File: src/rtl/cp0_exc_ctrl.sv
`default_nettype none
// ---------------------------------------------------------------------------
// cp0_exc_ctrl : CP0 registers (SR/Cause/EPC/PRId) and exception/interrupt
//                entry, eret and pipeline flush/redirect control.
// Revision     : 1.0
// ---------------------------------------------------------------------------
module cp0_exc_ctrl #(
  parameter logic [31:0] HANDLER_ADDR = 32'h0000_4180,
  parameter logic [31:0] PRID_VALUE   = 32'h4D49_5053,
  parameter logic [31:0] SR_RESET     = 32'h0000_0000
) (
  input  logic        clk,
  input  logic        reset,
  input  logic [31:0] i_pc,
  input  logic        i_isInserted,
  input  logic        i_isBD,
  input  logic [4:0]  i_excCode,
  input  logic [5:0]  i_hwInt,
  input  logic        i_we,
  input  logic [4:0]  i_addr,
  input  logic [31:0] i_wdata,
  input  logic        i_eret,
  output logic [31:0] o_rdata,
  output logic [31:0] o_epc,
  output logic        o_flush,
  output logic        o_squashM,
  output logic        o_redirect,
  output logic [31:0] o_redirectPC
);

  localparam logic [31:0] c_sr_mask = 32'h0000_FC03;

  logic [31:0] sr_q, sr_d;
  logic [31:0] cause_q, cause_d;
  logic [31:0] epc_q, epc_d;

  logic        w_irq, w_exc, w_ret, w_entry, w_mtc0;
  logic [31:0] w_pc_adj;

  assign w_irq   = (|(cause_q[15:10] & sr_q[15:10])) & sr_q[0] & ~sr_q[1];
  assign w_exc   = (i_excCode != 5'd0) & ~i_isInserted & ~sr_q[1];
  assign w_ret   = i_eret & ~i_isInserted;
  assign w_entry = w_irq | w_exc;
  assign w_mtc0  = i_we & ~i_isInserted & ~w_entry & ~w_ret;

  // Delay-slot instructions restart at the branch so the branch re-executes.
  assign w_pc_adj = i_isBD ? (i_pc - 32'd4) : i_pc;

  always_comb begin
    sr_d         = sr_q;
    cause_d      = cause_q;
    epc_d        = epc_q;
    o_flush      = 1'b0;
    o_squashM    = 1'b0;
    o_redirect   = 1'b0;
    o_redirectPC = HANDLER_ADDR;

    cause_d[15:10] = i_hwInt;

    if (w_entry) begin
      o_flush       = 1'b1;
      o_squashM     = 1'b1;
      o_redirect    = 1'b1;
      o_redirectPC  = HANDLER_ADDR;
      sr_d[1]       = 1'b1;
      cause_d[6:2]  = w_irq ? 5'd0 : i_excCode;
      cause_d[31]   = i_isBD;
      epc_d         = {w_pc_adj[31:2], 2'b00};
    end else if (w_ret) begin
      o_flush      = 1'b1;
      o_redirect   = 1'b1;
      o_redirectPC = epc_q;
      sr_d[1]      = 1'b0;
    end else if (w_mtc0) begin
      case (i_addr)
        5'd12:   sr_d  = i_wdata & c_sr_mask;
        5'd14:   epc_d = {i_wdata[31:2], 2'b00};
        default: ;
      endcase
    end

    if (reset) begin
      sr_d       = SR_RESET & c_sr_mask;
      cause_d    = 32'd0;
      epc_d      = 32'd0;
      o_flush    = 1'b0;
      o_squashM  = 1'b0;
      o_redirect = 1'b0;
    end
  end

  always_ff @(posedge clk) begin
    sr_q    <= sr_d;
    cause_q <= cause_d;
    epc_q   <= epc_d;
  end

  always_comb begin
    o_rdata = 32'd0;
    case (i_addr)
      5'd12:   o_rdata = sr_q;
      5'd13:   o_rdata = cause_q;
      5'd14:   o_rdata = epc_q;
      5'd15:   o_rdata = PRID_VALUE;
      default: o_rdata = 32'd0;
    endcase
  end

  assign o_epc = epc_q;

endmodule
`default_nettype wire

File: config.mk
export PLATFORM = sky130hd
export DESIGN_NAME = cp0_exc_ctrl
export DESIGN_NICKNAME = d
export VERILOG_FILES = /design/src/rtl/cp0_exc_ctrl.sv
export SDC_FILE = /design/constraint.sdc
export NUM_CORES = 1
export LEC_CHECK = 0
export CAP_MARGIN = 20
export CORE_MARGIN = 2
export CORE_UTILIZATION = 25
export DETAILED_ROUTE_END_ITERATION = 10
export PLACE_DENSITY = 0.68
export SLEW_MARGIN = 40
export SYNTH_ARGS = -nofsm -noshare
export SYNTH_HDL_FRONTEND = slang
export SYNTH_SLANG_ARGS = --single-unit
File: constraint.sdc
create_clock -name clk -period 3.15 [get_ports clk]
set_input_delay 0.4725 -clock clk [delete_from_list [all_inputs] [get_ports clk]]
set_output_delay 0.4725 -clock clk [all_outputs]
set_load 0.05 [all_outputs]
* Word-level counts from Yosys, hierarchy flattened
Index checks and enable logic that the tools add are counted.
Operators by class: eq/ne operators 5, shift-type cells 0, muxes and demuxes 18, add/subtract/negate cells 1, magnitude comparators 0, bitwise operators 14, $mul 0, divide/modulo/power cells 0, reduce and logical (&&, ||, !) cells 9
Operators by type and width (number):
- 2-to-1 mux 32 bit | 7
- case mux 32 bit (4 select lines) | 1
- subtractor 32 x 3 -> 32 bit, second input constant | 1
- == test 5 x 4 -> 1 bit, second input constant | 4
- AND 1 bit | 8
- 2-to-1 mux 1 bit | 7
- AND 6 bit | 1
- nonzero test 3 bit | 2
- OR reduction 6 bit | 1
- 2-to-1 mux 5 bit | 1
- nonzero test 5 bit | 1
- 2-to-1 mux 2 bit | 2
- NOT 1 bit | 4
- AND reduction 4 bit | 1
- nonzero test 2 bit | 2
- AND reduction 3 bit | 1
- != test 2 x 1 -> 1 bit, second input constant | 1
- AND reduction 2 bit | 1
- bitwise OR 1 bit | 1
Word-level totals: bits in registers 50, latch bits 0, bits in read-only memories 0, memories 0, logic and storage cells 52, RAM bits 0, input port bits 86

* Logic depth before layout (Yosys ltp)
depth in word-level cells 11, gate-level depth with buffers 7, mapped depth without buffers 7

* Least setup slack after synthesis
OpenSTA, ideal clock, no wires.
kind input to output, from input i_isInserted, to output o_redirect, setup slack 90 ps, arrival 2587 ps, buffers on the path 3, stages 7, data required time 2677 ps, cell sequence nor2_1 o21ai_1 nor2b_1 buf_2 buf_2 a21oi_1 buf_4
On the way: longest elaborated chain between the ends 6, elaborated cells on any way between the ends 8, classes of those cells mux: 3; bitwise: 5
RTL lines:
- from (decl) | RTL line 15 | input logic i_isInserted,
- NOT 1 bit * | RTL line 41, 42
- AND 1 bit (2 in series) | RTL line 41 | assign w_exc = (i_excCode != 5'd0) & ~i_isInserted & ~sr_q[1];
- bitwise OR 1 bit | RTL line 43 | assign w_entry = w_irq | w_exc;
- 2-to-1 mux 1 bit * (2 in series)
- to (decl) | RTL line 27 | output logic o_redirect,
Mark *: on every way between the ends. The rest lies on a longest branch, timed or not.

* Worst setup path in the final report
from input i_excCode[1], to output o_redirectPC[23]
On the way: longest elaborated chain between the ends 5
RTL lines:
- from (decl) | RTL line 17 | input logic [4:0] i_excCode,
- nonzero test 5 bit | RTL line 41
- AND 1 bit (2 in series) | RTL line 41
- bitwise OR 1 bit | RTL line 43
- 2-to-1 mux 32 bit | RTL line 60 | if (w_entry) begin
- to (decl) | RTL line 28 | output logic [31:0] o_redirectPC
Every way passes these cells.

==> key figures <==
Final layout
  • Area taken by multi-input logic gates: 0.00220 mm²
  • Layout area overhead: 81.3%
  • Layout cells sized above 1: 18.4%
  • Number of diodes: 0
  • Final std cells w/o fill: 795
  • Final #Nets: 705
  • Seq. cell area: 0.00100 mm²
  • Fill cell count: 1,246

Routing
  • Detailed Route WL: 13,800 µm
  • Initial DRC count: 343
  • Vias: 3,907
  • DR vias/cell: 4.91
  • Routed length per instance: 17.4 µm
  • Final ANT Viol Nets: 0
  • Drt first pass iters: 4
  • DRC viols: 0

Timing
  • Endpoints failing setup: 0
  • Final Hold Viols: 0
  • Fin Setup TNS: 0 ns
  • Final Critical Period: 3.00 ns
  • RSZ-0062 raised after global routing: no
  • Final Cycle Share: approximately 95%
  • Skew final: approximately 0.007 ns
  • Worst-Margin Slew: about 0.74 ns
  • Max Clock Freq: 333 MHz
  • Slew Limit Fails: 0
  • Slew HR: a little over 50%

Clocking
  • Clock latency on the worst-skew pair: 0.29 ns
  • CTS root buf: clkbuf_16
  • H-tree depth: 2
  • Number of clock sinks: 50
  • Maximum clock insertion buffer count: 2
  • Clock slew at reported path FFs: 0.06 ns
  • Num CTS Buffers: 5
  • Setup Fix Bufs, Post-CTS: 0
  • TritonCTS clock tree: built

Power and ir drop
  • LEAKAGE: roughly 0.0023 µW
  • Power Total: 2010 µW
  • Pwr Density: 328 mW/mm²
  • IR drop worst, VDD: approximately 240 µV

Yosys
  • Commonest cells in the netlist: 79 x nand2_1, 50 x dfxtp_1, 32 x nor2_1
  • Synth unique cells: between 40 and 50
  • #FFs+latches synth: 50
  • Top-count cell post-synth: nand2_1
  • Dominant synthesized flop cell: dfxtp_1
  • Post-Syn Instances: ~450
  • Post-Syn Area: about 0.0034 mm²
  • Async S/R FF share, synth: 0%
  • Sequential share of the synthesized area: just under 30%
  • Area contributors post-synth: dfxtp_1 30%, nand2_1 8.8%, and2_1 5.8%
  • Most area-hungry cell type in the Yosys netlist: dfxtp_1
  • Yosys warning total: 0
  • Syn Area/Cell: 7.45 µm²
  • Post-synth EDFFs: 0
  • Share of the synthesized area in the top cell type: 29.7%

Die
  • DIE AREA: roughly 0.014 mm²
  • Die height: ~120 µm
  • FP Rows: 42
  • Io pins: 185
  • Initial Util: 25.5%
  • Core region area: 0.0132 mm²
  • Die width: roughly 120 µm

Worst setup path
  • WS Path Type: in2out
  • Crit end category: primary output
  • CP Launch Type: primary input
  • Peak fanout along the critical path: 22
  • CP arrival: roughly 2.5 ns
  • Data required time of the worst path: roughly 2.7 ns

Global routing
  • Antenna violations before repair: 0
  • GRT Util Overall: 18.7%
  • First-pass GRT wire length: 21,300 µm
  • Number of global-route vias before repair: 3,738
  • Gr ovfl total: 0
  • Largest net degree at the start of global routing: 48

Hold path
  • Hold crit path type: reg2reg

Job
  • Max Cap Viol: 0

Outcome
  • Status: completed

Placement
  • Port bufs: 178
  • Gpl congestion: between 0.8 and 0.9
  • Inst Count DP: 787
  • Detail Placement HPWL: 11,200 µm
==> state kept, by name, indices dropped and copies added (netlist names) <==
register	count
o_epc	30
cause_q	12
sr_q	8
==> cell usage in the layout (no fill, tap or decap), types with 15 or more instances in the layout <==
master,Yosys,layout
a21oi_1,27,27
a311oi_1,15,15
and2_1,31,31
buf_12,0,60
buf_4,5,22
clkdlybuf4s50_1,0,112
dfxtp_1,50,50
nand2_1,79,79
nor2_1,32,32
nor3_1,17,17
xnor2_1,18,18
==> stage by stage <==
stage          cell area (µm²)  utilization, %  setup WS [ns]  hold WS [ns]
2_1_floorplan             3380               -         0.0902         0.432
3_3_place_gp              5940            45.0          0.205         0.444
3_5_place_dp              5940            45.0          0.155         0.447
4_1_cts                   6100            46.3          0.129         0.454
5_1_grt                   6110            46.3         0.0223         0.479
6_report                  6110            46.3          0.149         0.450
==> logic make-up (layout without fill, tap and decap cells) <==
group / after synthesis / in the layout / share of synthesized area (%)
other: 1 / 4 / 0.111
adder cells (fa/ha/maj): 1 / 1 / 0.371
buffers and inverters: 44 / 208 / 5.83
XOR/XNOR: 25 / 25 / 6.50
AO/OA/AOI/OAI: 98 / 98 / 20.0
AND/OR/NAND/NOR: 226 / 226 / 35.4
flip-flops: 50 / 50 / 29.7
multiplexers: 7 / 7 / 2.08
==> timing repair <==
| action | in CTS | in global routing |
|---|---|---|
| gates resized for setup | 0 | 1 |
| setup endpoints to repair | 0 | 9 |
| hold buffers | 0 | 0 |
==> critical path: stages <==
cell             delay (ns)
clkdlybuf4s50_1        0.42
or4_1                  0.52
o21ai_1                0.19
nand2b_1               0.15
nor2_1                 0.20
buf_6                  0.20
and2_1                 0.21
buf_12                 0.15
==> cell type report <==
class / count / area share [%]
clock buffer: 7 / 2.17
clock inverter: 1 / 0.492
inverter: 4 / 0.246
multi-input combinational: 361 / 36.1
sequential: 50 / 16.4
tap: 176 / 3.61
timing repair buffer: 196 / 41.0
==> power by group <==
group	total [µW]	switching [µW]	internal (µW)
clock network	606	231	376
registers	727	49.5	677
logic	673	383	290
total	2010	663	1340
==> layer usage <==
metal / wire, µm / GRT usage (%) / share of wire [%] / vias up
li1: - / - / - / 1922
met1: 6100 / 25.8 / 44 / 1835
met2: 6740 / 30.4 / 49 / 135
met3: 733 / 2.66 / 5.3 / 15
met4: 243 / 5.07 / 1.8 / 0
met5: 0 / 0 / 0 / -
==> final timing paths <==
| kind | from | to | slack [ns] | depth (start not counted) |
|---|---|---|---|---|
| worst max-delay path | i_excCode[1] | o_redirectPC[23] | 0.15 | 8 |
| worst min-delay path | cause_q[31] | cause_q[31] | 0.45 | 2 |
| worst max register to register | sr_q[13] | cause_q[31] | 1.14 | 6 |
| worst min register to register | cause_q[31] | cause_q[31] | 0.45 | 2 |
Note: power is estimated with default switching activity, not from simulation.
